`src/rtl/fft_sequencer_if.sv`:
```
// fft_sequencer_if: control and handshake bundle between fft_sequencer and the FFT datapath
interface fft_sequencer_if #(parameter int N_MAX = 256);
   localparam int M_MAX = $clog2(N_MAX);
   localparam int LW = $clog2(M_MAX + 1);
   logic start;
   logic [LW-1:0] log2n;
   logic inverse;
   logic in_valid, in_ready, load_we;
   logic [M_MAX-1:0] load_adr, rd_adr_a, rd_adr_b, wr_adr_a, wr_adr_b, out_adr;
   logic rd_sel, we0, we1;
   logic [M_MAX-2:0] twiddle_adr;
   logic twiddle_conj, out_valid, out_ready, out_sel, out_last, busy, done, cfg_err;
   modport master (
      input start, log2n, inverse, in_valid, out_ready,
      output in_ready, load_we, load_adr, rd_adr_a, rd_adr_b, wr_adr_a, wr_adr_b, rd_sel, we0, we1,
             twiddle_adr, twiddle_conj, out_valid, out_adr, out_sel, out_last, busy, done, cfg_err
   );
   modport slave (
      output start, log2n, inverse, in_valid, out_ready,
      input in_ready, load_we, load_adr, rd_adr_a, rd_adr_b, wr_adr_a, wr_adr_b, rd_sel, we0, we1,
            twiddle_adr, twiddle_conj, out_valid, out_adr, out_sel, out_last, busy, done, cfg_err
   );
endinterface

```
`src/rtl/fft_sequencer.sv`:
```
// fft_sequencer: runtime-sized radix-2 ping-pong FFT control unit
module fft_sequencer #(
   parameter int N_MAX = 256,
   parameter int BFU_LAT = 2
) (
   input logic clk,
   input logic reset,
   fft_sequencer_if.master bus
);
   localparam int M_MAX = $clog2(N_MAX);
   localparam int LW = $clog2(M_MAX + 1);
   localparam int DW = $clog2(BFU_LAT + 1);
   localparam logic [DW-1:0] D_LAST = DW'(BFU_LAT - 1);
   localparam logic [LW-1:0] L_MAX = LW'(M_MAX);

   typedef enum logic [2:0] {IDLE, LOAD, COMPUTE, DRAIN, OUTPUT} state_t;
   state_t state;
   logic [LW-1:0] l, lev;
   logic inv, done_q, cfg_err_q, issue;
   logic [M_MAX-1:0] cnt, n_m1, h_m1, rev, a0, b0, rd_a, rd_b;
   logic [M_MAX-2:0] tw;
   logic [DW-1:0] dcnt;
   logic [M_MAX:0] n_full;
   logic [2*M_MAX-1:0] rot_a, rot_b;
   logic pv [BFU_LAT];
   logic ps [BFU_LAT];
   logic [M_MAX-1:0] pa [BFU_LAT];
   logic [M_MAX-1:0] pb [BFU_LAT];

   // cnt serves as in_cnt, butterfly index and out_idx depending on state
   always_comb begin
      n_full = (M_MAX+1)'(1) << l;
      n_m1 = M_MAX'(n_full - 1'b1);
      h_m1 = M_MAX'((n_full >> 1) - 1'b1);
      issue = state == COMPUTE;
      a0 = {cnt[M_MAX-2:0], 1'b0};
      b0 = {cnt[M_MAX-2:0], 1'b1};
      rot_a = (2*M_MAX)'(a0) << lev;
      rot_b = (2*M_MAX)'(b0) << lev;
      rd_a = (rot_a[M_MAX-1:0] | M_MAX'(rot_a >> l)) & n_m1;
      rd_b = (rot_b[M_MAX-1:0] | M_MAX'(rot_b >> l)) & n_m1;
      rev = '0;
      for (int i = 0; i < M_MAX; i++) rev[i] = cnt[M_MAX-1-i];
      tw = (M_MAX-1)'((cnt & ~M_MAX'((n_full >> (lev + 1'b1)) - 1'b1)) << (M_MAX - l));
   end

   assign bus.in_ready = state == LOAD;
   assign bus.load_we = state == LOAD && bus.in_valid;
   assign bus.load_adr = state == LOAD ? rev >> (M_MAX - l) : '0;
   assign bus.rd_adr_a = issue ? rd_a : '0;
   assign bus.rd_adr_b = issue ? rd_b : '0;
   assign bus.rd_sel = issue & lev[0];
   assign bus.twiddle_adr = issue ? tw : '0;
   assign bus.twiddle_conj = inv;
   assign bus.wr_adr_a = pa[BFU_LAT-1];
   assign bus.wr_adr_b = pb[BFU_LAT-1];
   assign bus.we0 = pv[BFU_LAT-1] & ps[BFU_LAT-1];
   assign bus.we1 = pv[BFU_LAT-1] & ~ps[BFU_LAT-1];
   assign bus.out_valid = state == OUTPUT;
   assign bus.out_adr = state == OUTPUT ? cnt : '0;
   assign bus.out_sel = l[0];
   assign bus.out_last = state == OUTPUT && cnt == n_m1;
   assign bus.busy = state != IDLE;
   assign bus.done = done_q;
   assign bus.cfg_err = cfg_err_q;

   always_ff @(posedge clk) begin
      if (reset) begin
         state <= IDLE;
         l <= '0;
         lev <= '0;
         inv <= 1'b0;
         cnt <= '0;
         dcnt <= '0;
         done_q <= 1'b0;
         cfg_err_q <= 1'b0;
         for (int i = 0; i < BFU_LAT; i++) begin
            pv[i] <= 1'b0;
            ps[i] <= 1'b0;
            pa[i] <= '0;
            pb[i] <= '0;
         end
      end else begin
         done_q <= 1'b0;
         cfg_err_q <= 1'b0;
         pv[0] <= issue;
         ps[0] <= issue & lev[0];
         pa[0] <= issue ? rd_a : '0;
         pb[0] <= issue ? rd_b : '0;
         for (int i = 1; i < BFU_LAT; i++) begin
            pv[i] <= pv[i-1];
            ps[i] <= ps[i-1];
            pa[i] <= pa[i-1];
            pb[i] <= pb[i-1];
         end
         case (state)
            IDLE: if (bus.start) begin
               if (bus.log2n != '0 && bus.log2n <= L_MAX) begin
                  l <= bus.log2n;
                  inv <= bus.inverse;
                  cnt <= '0;
                  lev <= '0;
                  dcnt <= '0;
                  state <= LOAD;
               end else cfg_err_q <= 1'b1;
            end
            LOAD: if (bus.in_valid) begin
               cnt <= cnt == n_m1 ? '0 : cnt + 1'b1;
               state <= cnt == n_m1 ? COMPUTE : LOAD;
            end
            COMPUTE: begin
               cnt <= cnt == h_m1 ? '0 : cnt + 1'b1;
               state <= cnt == h_m1 ? DRAIN : COMPUTE;
            end
            // hold off the next level until every write of this one has landed
            DRAIN: if (dcnt == D_LAST) begin
               dcnt <= '0;
               lev <= lev == l - 1'b1 ? lev : lev + 1'b1;
               state <= lev == l - 1'b1 ? OUTPUT : COMPUTE;
            end else dcnt <= dcnt + 1'b1;
            OUTPUT: if (bus.out_ready) begin
               cnt <= cnt == n_m1 ? '0 : cnt + 1'b1;
               state <= cnt == n_m1 ? IDLE : OUTPUT;
               done_q <= cnt == n_m1;
            end
            default: state <= IDLE;
         endcase
      end
   end
endmodule

```
`src/flat_wrapper.sv`:
```
// flat-port wrapper written by rule: the top's interface ports become plain ports
module fft_sequencer_flat 
#(
   parameter int N_MAX = 256,
   parameter int BFU_LAT = 2
)
  (clk, reset, bus_start, bus_log2n, bus_inverse, bus_in_valid, bus_out_ready, bus_in_ready, bus_load_we, bus_load_adr, bus_rd_adr_a, bus_rd_adr_b, bus_wr_adr_a, bus_wr_adr_b, bus_rd_sel, bus_we0, bus_we1, bus_twiddle_adr, bus_twiddle_conj, bus_out_valid, bus_out_adr, bus_out_sel, bus_out_last, bus_busy, bus_done, bus_cfg_err);
  fft_sequencer_if #(.N_MAX(N_MAX)) bus_i ();
  input logic clk;
  input logic reset;
  input wire logic [$bits(bus_i.start)-1:0] bus_start;
  input wire logic [$bits(bus_i.log2n)-1:0] bus_log2n;
  input wire logic [$bits(bus_i.inverse)-1:0] bus_inverse;
  input wire logic [$bits(bus_i.in_valid)-1:0] bus_in_valid;
  input wire logic [$bits(bus_i.out_ready)-1:0] bus_out_ready;
  output wire logic [$bits(bus_i.in_ready)-1:0] bus_in_ready;
  output wire logic [$bits(bus_i.load_we)-1:0] bus_load_we;
  output wire logic [$bits(bus_i.load_adr)-1:0] bus_load_adr;
  output wire logic [$bits(bus_i.rd_adr_a)-1:0] bus_rd_adr_a;
  output wire logic [$bits(bus_i.rd_adr_b)-1:0] bus_rd_adr_b;
  output wire logic [$bits(bus_i.wr_adr_a)-1:0] bus_wr_adr_a;
  output wire logic [$bits(bus_i.wr_adr_b)-1:0] bus_wr_adr_b;
  output wire logic [$bits(bus_i.rd_sel)-1:0] bus_rd_sel;
  output wire logic [$bits(bus_i.we0)-1:0] bus_we0;
  output wire logic [$bits(bus_i.we1)-1:0] bus_we1;
  output wire logic [$bits(bus_i.twiddle_adr)-1:0] bus_twiddle_adr;
  output wire logic [$bits(bus_i.twiddle_conj)-1:0] bus_twiddle_conj;
  output wire logic [$bits(bus_i.out_valid)-1:0] bus_out_valid;
  output wire logic [$bits(bus_i.out_adr)-1:0] bus_out_adr;
  output wire logic [$bits(bus_i.out_sel)-1:0] bus_out_sel;
  output wire logic [$bits(bus_i.out_last)-1:0] bus_out_last;
  output wire logic [$bits(bus_i.busy)-1:0] bus_busy;
  output wire logic [$bits(bus_i.done)-1:0] bus_done;
  output wire logic [$bits(bus_i.cfg_err)-1:0] bus_cfg_err;
  assign bus_i.start = bus_start;
  assign bus_i.log2n = bus_log2n;
  assign bus_i.inverse = bus_inverse;
  assign bus_i.in_valid = bus_in_valid;
  assign bus_i.out_ready = bus_out_ready;
  assign bus_in_ready = bus_i.in_ready;
  assign bus_load_we = bus_i.load_we;
  assign bus_load_adr = bus_i.load_adr;
  assign bus_rd_adr_a = bus_i.rd_adr_a;
  assign bus_rd_adr_b = bus_i.rd_adr_b;
  assign bus_wr_adr_a = bus_i.wr_adr_a;
  assign bus_wr_adr_b = bus_i.wr_adr_b;
  assign bus_rd_sel = bus_i.rd_sel;
  assign bus_we0 = bus_i.we0;
  assign bus_we1 = bus_i.we1;
  assign bus_twiddle_adr = bus_i.twiddle_adr;
  assign bus_twiddle_conj = bus_i.twiddle_conj;
  assign bus_out_valid = bus_i.out_valid;
  assign bus_out_adr = bus_i.out_adr;
  assign bus_out_sel = bus_i.out_sel;
  assign bus_out_last = bus_i.out_last;
  assign bus_busy = bus_i.busy;
  assign bus_done = bus_i.done;
  assign bus_cfg_err = bus_i.cfg_err;
  fft_sequencer #(.N_MAX(N_MAX), .BFU_LAT(BFU_LAT)) u_core (.clk(clk), .reset(reset), .bus(bus_i));
endmodule
```
`config.mk`:
```
export PLATFORM = sky130hd
export DESIGN_NAME = fft_sequencer_flat
export DESIGN_NICKNAME = d
export VERILOG_FILES = /design/src/rtl/fft_sequencer_if.sv /design/src/rtl/fft_sequencer.sv /design/src/flat_wrapper.sv
export SDC_FILE = /design/constraint.sdc
export NUM_CORES = 1
export LEC_CHECK = 0
export ABC_AREA = 1
export ABC_CLOCK_PERIOD_IN_PS = 4370
export CORE_AREA = 2 2 112 114
export CTS_CLUSTER_SIZE = 30
export DETAILED_ROUTE_END_ITERATION = 10
export DIE_AREA = 0 0 114 116
export GPL_ROUTABILITY_DRIVEN = 1
export PLACE_DENSITY = 0.75
export SLEW_MARGIN = 10
export SYNTH_ARGS = -nofsm -noshare
export SYNTH_HDL_FRONTEND = slang
export SYNTH_SLANG_ARGS = --single-unit
```
`constraint.sdc`:
```
create_clock -name clk -period 4.37 [get_ports clk]
set_input_delay 0.437 -clock clk [delete_from_list [all_inputs] [get_ports clk]]
set_output_delay 0.437 -clock clk [all_outputs]
set_load 0.05 [all_outputs]
```
# --- Yosys cells after proc, flatten, opt, wreduce, memory -nomap -nowiden ---
# Memories as Yosys holds them, arrays and structs flattened.
# Cells that the tools add are included.
totals:
  regBits: 24
  wordCells: 123
  mem_count: 4
  output_inout_bits: 67
  ram_bits: 36
mem_list:
  columns: ["memory", "depth", "word_bits", "read_ports", "rd_clocked_by_memory_dff", "wr", "line", "rtl"]
  rows:
  - ["u_core.pa", 2, 8, 2, 0, 2, "fft_sequencer.sv:27", "logic [M_MAX-1:0] pa [BFU_LAT];"]
  - ["u_core.pb", 2, 8, 2, 0, 2, "fft_sequencer.sv:28", "logic [M_MAX-1:0] pb [BFU_LAT];"]
  - ["u_core.ps", 2, 1, 2, 0, 2, "fft_sequencer.sv:26", "logic ps [BFU_LAT];"]
  - ["u_core.pv", 2, 1, 2, 0, 2, "fft_sequencer.sv:25", "logic pv [BFU_LAT];"]
op_classes:
  mux: 43
  reduce_logical: 15
  n_shift: 8
  n_eq_ne: 14
  order_cmp: 1
  bitwise_logic: 22
  n_addsub: 8
ops:
  columns: ["cell", "count"]
  rows:
  - ["8-bit two-way mux", 14]
  - ["8-bit one-hot mux with 4 select lines", 1]
  - ["8-bit by 32-bit left shift with 7-bit output", 1]
  - ["8-bit by 4-bit left shift with 16-bit output", 2]
  - ["16-bit by 4-bit >> shifter with 8-bit output", 2]
  - ["8-bit by 32-bit >> shifter with 8-bit output", 1]
  - ["8-bit bitwise AND", 3]
  - ["8-bit by 1-bit subtractor with 8-bit output (second input constant)", 3]
  - ["3-bit two-way mux", 7]
  - ["8-bit == test", 2]
  - ["4-bit two-way mux", 4]
  - ["8-bit OR", 2]
  - ["3-bit one-hot mux with 5 select lines", 1]
  - ["5-bit AND reduction", 3]
  - ["1-bit two-way mux", 9]
  - ["1-bit by 4-bit left shift with 9-bit output (first input constant)", 1]
  - ["9-bit by 4-bit >> shifter with 8-bit output", 1]
  - ["8-bit by 1-bit adder with 8-bit output (second input constant)", 1]
  - ["2-bit two-way mux", 4]
  - ["2-bit != test (second input constant)", 4]
  - ["8-bit NOT", 1]
  - ["1-bit OR", 8]
  - ["4-bit one-hot mux with 2 select lines", 1]
  - ["4-bit nonzero test", 2]
  - ["21 further kinds", 33]

# --- Logic depth before layout (Yosys ltp) ---
# Gate-level depths: netlist (run 1).
depth:
  word_depth: 7
  ltp_mapped: 22

# --- Worst setup path after synthesis (run 1) ---
# OpenSTA, ideal clock, no wires.
synth_path:
  path_kind: "register -> output"
  startpoint: "register u_core.l[0]"
  endpoint: "output bus_twiddle_adr[1]"
  stages_incl_launch_ff: 17
  t_arrival_ns: 4.324
  path_slack_ns: -0.391
  cell_sequence: "dfxtp_1 -> clkbuf_1 -> inv_2 -> clkbuf_1 -> buf_2 -> ha_1 -> ha_1 -> nand2_1 -> inv_1 -> o211ai_1 -> nand3_1 -> nand2_2 -> ha_1 -> nand2_1 -> o21ai_0 -> inv_1 -> nor4_1"
synth_between:
  elab_chain_cells: 7
  elab_cells_between_ends: 8
  classes_between: "add/sub (2); shift (3); mux (1); bitwise (2)"
synth_rtl:
  columns: ["item", "line", "rtl"]
  rows:
  - ["from (decl)", "fft_sequencer.sv:18", "logic [LW-1:0] l, lev;"]
  - ["from (signal assigned)", "fft_sequencer.sv:99", "l <= bus.log2n;"]
  - ["1-bit by 4-bit left shift with 9-bit output", "fft_sequencer.sv:32", "n_full = (M_MAX+1)'(1) << l;"]
  - ["9-bit by 4-bit >> shifter with 8-bit output", "fft_sequencer.sv:44", "tw = (M_MAX-1)'((cnt & ~M_MAX'((n_full >> (lev + 1'b1)) - 1'b1)) << (M_MAX - l));"]
  - ["8-bit by 1-bit subtractor with 8-bit output", "fft_sequencer.sv:44", null]
  - ["8-bit NOT", "fft_sequencer.sv:44", null]
  - ["8-bit bitwise AND", "fft_sequencer.sv:44", null]
  - ["8-bit by 32-bit left shift with 7-bit output *", "fft_sequencer.sv:44", null]
  - ["7-bit two-way mux *", "fft_sequencer.sv:53", "assign bus.twiddle_adr = issue ? tw : '0;"]
  - ["to (decl)", "flat_wrapper.sv:26", "output wire logic [$bits(bus_i.twiddle_adr)-1:0] bus_twiddle_adr;"]
# Every way passes the cells marked *; elsewhere a longest branch is shown, timed or not.

# --- Worst setup path after layout (run 1) ---
layout_path:
  startpoint: "register u_core.lev[1]"
  endpoint: "output bus_twiddle_adr[4]"
layout_between:
  elab_chain_cells: 7
layout_rtl:
  columns: ["item", "line", "rtl"]
  rows:
  - ["from (decl)", "fft_sequencer.sv:18", null]
  - ["from (signal assigned)", "fft_sequencer.sv:118", "lev <= lev == l - 1'b1 ? lev : lev + 1'b1;"]
  - ["4-bit by 1-bit adder with 4-bit output", "fft_sequencer.sv:44", null]
  - ["9-bit by 4-bit >> shifter with 8-bit output", "fft_sequencer.sv:44", null]
  - ["8-bit by 1-bit subtractor with 8-bit output", "fft_sequencer.sv:44", null]
  - ["8-bit NOT", "fft_sequencer.sv:44", null]
  - ["8-bit bitwise AND", "fft_sequencer.sv:44", null]
  - ["8-bit by 32-bit left shift with 7-bit output", "fft_sequencer.sv:44", null]
  - ["7-bit two-way mux", "fft_sequencer.sv:53", null]
# Every way passes these cells.

==> results.yml, run 1 <==
cells_and_area:
  final_core_util_pct: 60.1
  drive_gt1_share_pct: 11.2
  diodes: 0
  mostFrequentLayoutCells: "nand2_1, nor2_1, nand3_1"
  fin_nets: 1063
  final_common_cell: "nand2_1"
  area_growth_pct: 22.2
logic_synthesis:
  yosysTopAreaCellShare_pct: 20.5
  syn_inst: 1001
  yosys.area.top_type: "dfxtp_1"
  synth_seq_cells: 60
  syn_area_per_cell_um2: 5.85
  syn_area_um2: 5860
  synth_edf_count: 0
  synthXorXnorAreaFrac_pct: 4.51
  synthMuxAreaShare_pct: 0
  ys_top_cells_by_area: "dfxtp_1, nand2_1, nand3_1"
  yosys_warnings: 0
  ys_seq_area_share_pct: 20.5
  synth_top_family_by_area: "simple AND/OR/NAND/NOR gates"
  synth_adder_area_share_pct: 2.78
  syn_nets: 1024
  async_reset_ff_share_pct: 0
  synthFlopType: "dfxtp_1"
  yosysUniqueCellTypes: 51
  synth-compound-area-share_pct: 12.7
  synth-simple-area-share_pct: 46.0
sta:
  fin_tns_setup_ns: 0
  fin_crit_ns: 4.05
  worst_slack_ns: 0.316
  fmax_ghz: 0.247
  final.period_utilization_pct: 92.8
  tightest_slew_ns: 1.02
  setup_viol: 0
  skew_ns: 0.00974
  hold_viol: 0
  maxSlewViolCount: 0
  whs_ns: 0.397
  slew_headroom_pct: 31.7
  rsz0062_at_grt: "no"
clock_network:
  cts.sinks: 60
  clock_path_buffers: 2
  post_cts_resized: 0
  clk_latency_ns: 0.34
  ctsRootBufferMaster: "clkbuf_16"
  htree_levels: 3
  cts_made_buffers: 9
  post-cts-setup-buffers: 0
  cts_tree: "built"
  holdBufCountCts: 0
  clk_pin_slew_ns: 0.06
power:
  p_switching_mw: 0.947
  power_density_nw_per_um2: 338
  power.total_mw: 2.42
  p_seq_share_pct: 24.0
  power_frac_comb_pct: 38.3
  p_leak_nw: 3.20
  p_int_mw: 1.48
  clkPwrFrac_pct: 37.6
  p_sw_share_pct: 39.1
  max-vdd-ir-drop_mv: 0.271
worst_setup_path:
  path_class: "reg -> out"
  critPathArrivalTime_ns: 3.62
  regToRegSetupSlack_ns: 1.45
  start_kind: "flip-flop"
  r2r_end: "u_core.cnt[4]"
  timing.rr.start: "u_core.l[3]"
  cp_max_fo: 16
  crit_required_ns: 3.93
  endpoint_kind: "output port"
  reg2reg_depth: 15
global_route:
  grt_pass1_vias: 5970
  antenna_found_initial: 0
  grtUsageTotal_pct: 27.9
  grt_pass1_wl_um: 29400
  grt_start_max_net_pins: 46
  overflow: 0
placed_design:
  hpwl_um: 13700
  port_buffers: 76
  gp_congestion: 1.00
  pre_cts_slack_ns: 0.755
route:
  antenna_left: 0
  first_iter_violations: 688
  viasPerCell: 5.67
  wl_per_cell_um: 15.5
  dr_total_vias: 6757
  first_pass_iters: 5
  drt_wl_total_um: 18500
  drc: 0
hold_path:
  min_to: "u_core.pa[0][11]"
  hold_class: "reg -> reg"
  hold_path.startpoint: "u_core.pa[0][3]"
  hold-path-cell-count: 2
floorplan:
  core_region_area_um2: 11900
  dieArea_um2: 13200
  start_util_pct: 49.2
  die_w_um: 114
  io_pins: 77
  num_rows: 40
  die_height_um: 116
run_status:
  outcome: "finished clean"
run:
  drv_cap: 0
[worst max-delay path, cell delays in order, from the launching register on]
cell and delay [ns]:
dfxtp_1 0.62, inv_2 0.21, ha_1 0.50, clkinv_1 0.31, nand3_1 0.17, nand3_1 0.08
nand2_1 0.08, nand2_2 0.09, ha_1 0.23, nand2_1 0.14, nand3_1 0.10, nand2_1 0.11
nand3_1 0.09, a31oi_1 0.34, buf_12 0.18
[final cells by class]
type	instances	area, um2
timing repair buffer	89	1130
clock inverter	6	134
sequential	60	1200
fill	1119	4750
clock buffer	10	239
tap	147	184
multi-input combinational	773	3870
inverter	107	402
[flip-flops by register name (all words and copies together) (netlist names)]
name / flops
u_core.bus.twiddle_conj: 1
u_core.pv: 2
u_core.bus.cfg_err: 1
u_core.ps: 2
u_core.dcnt: 2
u_core.l: 4
u_core.bus.done: 1
u_core.lev: 4
u_core.pa: 16
u_core.cnt: 8
u_core.pb: 16
u_core.state: 3
[metal layers]
metal	global-route usage, %	wire length (um)
met1	34.6	7350
met2	47.7	8690
met3	4.81	1690
met5	0	0
met4	11.9	773
[worst max path at each step]
stage | end | startpoint | depth (start not counted) | slack [ns]
6_report | bus_twiddle_adr[4] | u_core.lev[1] | 14 | 0.32
5_1_grt | bus_twiddle_adr[1] | u_core.lev[1] | 13 | 0.004
3_5_place_dp | bus_twiddle_adr[4] | u_core.lev[1] | 14 | 0.75
2_1_floorplan | bus_twiddle_adr[4] | u_core.l[0] | 17 | 0.07
3_3_place_gp | bus_twiddle_adr[4] | u_core.lev[1] | 14 | 0.85
4_1_cts | bus_twiddle_adr[4] | u_core.lev[1] | 14 | 0.36
[kinds of logic after synthesis]
logic type | after synthesis
AND/OR/NAND/NOR | 606
flip-flops | 60
adder cells (fa/ha/maj) | 13
XOR/XNOR | 28
AO/OA/AOI/OAI | 126
buffers and inverters | 168
[metrics by stage]
step                area (um2)  std cells
floorplan                 5860       1001
global placement          6790       1176
detailed placement        6790       1176
CTS                       7160       1192
global route              7160       1192
finish                    7160       1192
[cell usage after synthesis (3+ instances only)]
cell type,n
a21oi_1,46
nor3_1,12
buf_2,8
nand3_2,6
xor2_1,24
buf_1,7
inv_2,10
buf_4,21
xnor2_1,3
nor2_1,134
a211oi_1,4
o21ai_1,15
o211ai_1,6
nor2_2,6
clkbuf_1,16
dfxtp_1,60
nor4_1,3
inv_1,95
o2111ai_1,3
nand3_1,131
ha_1,13
nand2_2,12
a31oi_1,3
o21ai_0,27
buf_6,8
o21ai_2,9
nand4_1,27
nand2_1,262
[power groups by stage]
stage               Combinational (mW)  Clock [mW]  Sequential (mW)
floorplan                        0.720           0            0.590
global placement                 0.895           0            0.593
detailed placement               0.900           0            0.593
CTS                              0.906       0.913            0.581
global route                      1.03       0.937            0.584
finish                           0.929       0.912            0.582
No activity file was read; power rests on OpenSTA's default activity.
==> inputs of run 2 (changes only) <==
--- a/config.mk
+++ b/config.mk
@@ -6,7 +6,7 @@
 export NUM_CORES = 1
 export LEC_CHECK = 0
 export ABC_AREA = 1
-export ABC_CLOCK_PERIOD_IN_PS = 4370
+export ABC_CLOCK_PERIOD_IN_PS = 4990
 export CORE_AREA = 2 2 112 114
 export CTS_CLUSTER_SIZE = 30
 export DETAILED_ROUTE_END_ITERATION = 10
==> constraint.sdc (replaced) <==
create_clock -name clk -period 4.99 [get_ports clk]
set_input_delay 0.499 -clock clk [delete_from_list [all_inputs] [get_ports clk]]
set_output_delay 0.499 -clock clk [all_outputs]
set_load 0.05 [all_outputs]
==> run 2 against run 1 <==
Against the previous run:
- sequential share of layout area up 0.87 points
- sequential power down 9.8%
- clock skew about the same
- clock-buffer cell count up 1
- critical path depth down 1
- highest routed layer unchanged
==> results.yml, run 2 (synthesized netlist as in run 1, its figures left out) <==
worst_setup_path:
  path_class: "reg -> out"
  start_kind: "flip-flop"
  crit_required_ns: 4.49
  critPathArrivalTime_ns: 3.89
  regToRegSetupSlack_ns: 1.72
  reg2reg_depth: 15
  endpoint_kind: "output port"
  cp_max_fo: 16
cells_and_area:
  fin_nets: 1060
  final_common_cell: "nand2_1"
  drive_gt1_share_pct: 9.50
  mostFrequentLayoutCells: "nand2_1, nor2_1, nand3_1"
  diodes: 0
  top_regs: "u_core.pa: 16 flops, u_core.pb: 16 flops, u_core.cnt: 8 flops"
  final_core_util_pct: 57.1
  fillers: 1211
  area_growth_pct: 16.2
power:
  max-vdd-ir-drop_mv: 0.197
  p_leak_nw: 3.05
  power.total_mw: 1.90
  p_int_mw: 1.08
  power_density_nw_per_um2: 279
  p_seq_share_pct: 27.6
  p_sw_share_pct: 43.1
  p_switching_mw: 0.820
  clkPwrFrac_pct: 30.9
  power_frac_comb_pct: 41.5
sta:
  rsz0062_at_grt: "no"
  setup_viol: 0
  fin_tns_setup_ns: 0
  final.period_utilization_pct: 87.9
  slew_headroom_pct: 46.8
  maxSlewViolCount: 0
  hold_viol: 0
  whs_ns: 0.396
  tightest_slew_ns: 0.796
  skew_ns: 0.00951
  fmax_ghz: 0.228
  fin_crit_ns: 4.39
global_route:
  overflow: 0
  grt_pass1_wl_um: 30300
  antenna_found_initial: 0
  met1_usage_pct: 35.8
  grt_start_max_net_pins: 34
  busiest_layer: "met2"
  grt_pass1_vias: 6226
  met3_usage_pct: 5.23
  grtUsageTotal_pct: 28.9
  grtUsageMet2_pct: 48.8
placed_design:
  hpwl_um: 14100
  port_buffers: 76
  gp_congestion: 0.985
floorplan:
  num_rows: 40
  die_height_um: 116
  io_pins: 77
  start_util_pct: 49.2
  die_w_um: 114
  core_region_area_um2: 11900
  dieArea_um2: 13200
clock_network:
  clock_path_buffers: 2
  ctsRootBufferMaster: "clkbuf_16"
  cts_made_buffers: 9
  clk_pin_slew_ns: 0.06
  post-cts-setup-buffers: 0
  htree_levels: 3
  holdBufCountCts: 0
  cts_tree: "built"
  cts.sinks: 60
  clk_latency_ns: 0.34
  post_cts_resized: 0
hold_path:
  hold-path-cell-count: 2
  hold_class: "reg -> reg"
route:
  drt_wl_total_um: 18700
  drc: 0
  first_pass_iters: 5
  antenna_left: 0
  dr_total_vias: 6744
  first_iter_violations: 601
  viasPerCell: 5.67
  wl_per_cell_um: 15.7
run:
  drv_cap: 0
run_status:
  outcome: "finished clean"
run 2: cell types whose count changed in the layout (fill, tap and decap cells not counted):
cell,previous run,this run
nor4_2,2,1
clkinvlp_4,0,2
clkinv_4,0,2
buf_4,17,22
bufinv_16,4,0
clkbuf_1,0,1
nor4_1,2,3
buf_12,28,7
inv_6,1,0
clkdlybuf4s50_1,44,57
run 2: path summary, 6_finish.rpt:
path	endpoint	start
min	u_core.pa[0][14]	u_core.pa[0][6]
max reg2reg	u_core.cnt[4]	u_core.l[2]
min reg2reg	u_core.pa[0][14]	u_core.pa[0][6]
max	bus_twiddle_adr[1]	u_core.lev[1]
run 2: per-layer routing:
metal  routed length (um)  vias up
met5                    0        -
met4                  877        0
met3                 1590       76
met2                 8600      350
met1                 7650     2998
li1                     -     3320
run 2: through the flow:
step                      cells  instance area (um2)  worst slack [ns]
after floorplan            1001                 5860             0.167
after global placement     1173                 6530              1.05
after detailed placement   1173                 6530              1.04
after CTS                  1189                 6810             0.637
after global routing       1189                 6810             0.322
final                      1189                 6810             0.605
run 2: layout make-up:
cell class | count | area (um2) | share of cell area, %
clock inverter | 5 | 37.5 | 0.551
clock buffer | 11 | 243 | 3.57
tap | 147 | 184 | 2.70
timing repair buffer | 86 | 876 | 12.9
sequential | 60 | 1200 | 17.6
multi-input combinational | 773 | 3860 | 56.8
inverter | 107 | 402 | 5.90
run 2: worst max-delay path, stage by stage (launching register included):
cell	delay (ns)
dfxtp_1	0.68
inv_2	0.23
ha_1	0.54
clkinv_1	0.33
nand3_1	0.20
nand3_1	0.08
nand2_1	0.09
nand2_2	0.08
ha_1	0.28
nand2_1	0.06
o21ai_0	0.27
inv_1	0.09
nor4_1	0.39
buf_12	0.20
run 2: power groups by stage:
stage / Clock, mW / Sequential, mW / Combinational (mW)
5_1_grt: 0.614 / 0.526 / 0.879
3_5_place_dp: 0 / 0.534 / 0.769
3_3_place_gp: 0 / 0.533 / 0.767
4_1_cts: 0.594 / 0.523 / 0.774
2_1_floorplan: 0 / 0.516 / 0.630
6_report: 0.588 / 0.525 / 0.790
==> inputs of run 3 (changes only) <==
--- a/config.mk
+++ b/config.mk
@@ -8,11 +8,12 @@
 export ABC_AREA = 1
 export ABC_CLOCK_PERIOD_IN_PS = 4990
 export CORE_AREA = 2 2 112 114
-export CTS_CLUSTER_SIZE = 30
+export CTS_CLUSTER_SIZE = 16
 export DETAILED_ROUTE_END_ITERATION = 10
 export DIE_AREA = 0 0 114 116
+export DONT_BUFFER_PORTS = 1
 export GPL_ROUTABILITY_DRIVEN = 1
-export PLACE_DENSITY = 0.75
+export PLACE_DENSITY = 0.67
 export SLEW_MARGIN = 10
 export SYNTH_ARGS = -nofsm -noshare
 export SYNTH_HDL_FRONTEND = slang
==> run 3 against run 2 <==
Against the previous run:
- utilization shrank 5.9 points
- sequential cell count unchanged
- register-to-register slack lost 0.19 ns
- non-clock buffer count shrank 65
- clock skew rose by 0.0022 ns
- via count fell by 5.0%
- clock-buffer cell count did not move
- critical endpoint is now bus_twiddle_adr[3]
- combinational power is 4.2% lower
- first-iteration DRC count is 9.0% lower
- critical path depth grew 1
- sequential power increased by 0.8%
==> results.yml, run 3 (synthesized netlist as in run 1, its figures left out) <==
run_status:
  outcome: "finished clean"
cells_and_area:
  drive_gt1_share_pct: 9.62
  fin_nets: 995
  finalNonFillerCells: 1124
  area_growth_pct: 4.17
  final_common_cell: "nand2_1"
  mostFrequentLayoutCells: "nand2_1, nor2_1, nand3_1"
  stdcell_area_um2: 6100
  diodes: 0
  fillers: 1278
  top_regs: "u_core.pa: 16 flops, u_core.pb: 16 flops, u_core.cnt: 8 flops"
global_route:
  grt_start_max_net_pins: 48
  grt_pass1_vias: 5847
  antenna_found_initial: 0
  overflow: 0
  grt_pass1_wl_um: 28800
  grtUsageTotal_pct: 27.7
sta:
  rsz0062_at_grt: "no"
  fmax_ghz: 0.243
  fin_crit_ns: 4.12
  hold_viol: 0
  setup_viol: 0
  tightest_slew_ns: 1.05
  slew_headroom_pct: 29.5
  final.period_utilization_pct: 82.6
  skew_ns: 0.0117
  maxSlewViolCount: 0
  fin_tns_setup_ns: 0
route:
  drc: 0
  drt_wl_total_um: 18200
  dr_wl_met2_um: 8330
  wl_per_cell_um: 16.2
  viasPerCell: 5.70
  route.met3.wl_um: 1430
  dr_total_vias: 6407
  antenna_left: 0
  top_layer: "met4"
  wl_met1_um: 7490
  first_pass_iters: 7
  first_iter_violations: 547
clock_network:
  clk_pin_slew_ns: 0.06
  cts.sinks: 60
  cts_tree: "built"
  post-cts-setup-buffers: 0
  htree_levels: 3
  ctsRootBufferMaster: "clkbuf_16"
  holdBufCountCts: 0
  cts_made_buffers: 9
  clk_latency_ns: 0.34
  post_cts_resized: 0
  clock_path_buffers: 2
worst_setup_path:
  r2r_end: "u_core.bus.done"
  cp_max_fo: 16
  crit_path_end: "bus_twiddle_adr[3]"
  start_kind: "flip-flop"
  critPathArrivalTime_ns: 3.62
  crit_path_top_delay_cell: "dfxtp_1"
  crit_family: "buffers and inverters"
  reg2reg_depth: 15
  path_class: "reg -> out"
  timing.rr.start: "u_core.l[0]"
  path_depth: 14
  endpoint_kind: "output port"
  crit_required_ns: 4.49
  cp_common_cell: "nand2_1"
  slowest_delay_ns: 0.62
  path_cells: "inv_2 > ha_1 > clkinv_1 > nand3_1 > nand3_1 > nand2_1 > nand2_2 > ha_1 > nand2_1 > o21ai_0 > inv_1 > nand2_1 > o211ai_1 > inv_1"
  regToRegSetupSlack_ns: 1.53
  startpoint: "u_core.lev[1]"
  cp_num_buf_inv: 4
placed_design:
  gp_congestion: 0.977
  port_buffers: 0
  dpl-instance-area_um2: 5820
  numPlacedInstances: 1108
  hpwl_um: 13700
hold_path:
  hold_path.startpoint: "reset"
  hold_class: "in -> reg"
power:
  clkPwrFrac_pct: 31.3
  power_density_nw_per_um2: 307
  p_switching_mw: 0.807
  p_leak_nw: 2.79
  power_frac_comb_pct: 40.5
  p_seq_share_pct: 28.3
  p_int_mw: 1.06
  max-vdd-ir-drop_mv: 0.152
  p_sw_share_pct: 43.1
floorplan:
  num_rows: 40
  die_height_um: 116
  start_util_pct: 49.2
  die_w_um: 114
  core_region_area_um2: 11900
  io_pins: 77
  dieArea_um2: 13200
run:
  drv_cap: 0
## run 3: changes by cell type in the layout (fill, tap and decap cells not counted)
cell	change
o31ai_2	+1
o31ai_1	-1
inv_6	+1
o21ai_0	-1
buf_12	-7
o21ai_1	+1
dfxtp_1	-1
dfxtp_2	+1
buf_4	-1
nor4_1	-1
clkinvlp_4	+1
clkdlybuf4s50_1	-57
nor4_2	+1
clkinv_4	-2
## run 3: power groups by stage
stage | logic (mW) | clock network, mW | registers [mW]
finish | 0.757 | 0.585 | 0.529
global route | 0.840 | 0.619 | 0.531
CTS | 0.743 | 0.594 | 0.528
detailed placement | 0.740 | 0 | 0.538
global placement | 0.741 | 0 | 0.538
floorplan | 0.630 | 0 | 0.516
## run 3: how the worst min path moves through the flow
stage | to | slack (ns) | cells past startpoint
after floorplan | u_core.pa[0][10] | 0.39 | 2
after global placement | u_core.pb[0][12] | 0.39 | 2
after detailed placement | u_core.pb[0][15] | 0.39 | 2
after CTS | u_core.pa[0][13] | 0.22 | 1
after global routing | u_core.pb[0][3] | 0.22 | 1
final | u_core.pa[0][13] | 0.23 | 1
## run 3: stage by stage
step | hold WS, ns | setup slack (ns) | total power [mW] | utilization [%]
2_1_floorplan | 0.388 | 0.167 | 1.15 | -
3_3_place_gp | 0.389 | 1.30 | 1.28 | 48.9
3_5_place_dp | 0.392 | 1.24 | 1.28 | 48.9
4_1_cts | 0.222 | 0.890 | 1.86 | 51.2
5_1_grt | 0.217 | 0.500 | 1.99 | 51.2
6_report | 0.233 | 0.866 | 1.87 | 51.2
## run 3: metal layers
layer	track usage (%)	vias to the layer above
met5	0	-
met4	15.5	0
met3	5.96	69
met2	45.1	288
met1	34.2	2861
li1	-	3189
## run 3: final cells by class
type                    instances  area (um2)  area share (%)
well taps                     147         184            3.02
flip-flops and latches         60        1200            19.7
clock buffers                  11         243            3.98
repair buffers                 21         158            2.58
inverters                     107         402            6.58
multi-input cells             773        3870            63.5
clock inverters                 5        36.3           0.595
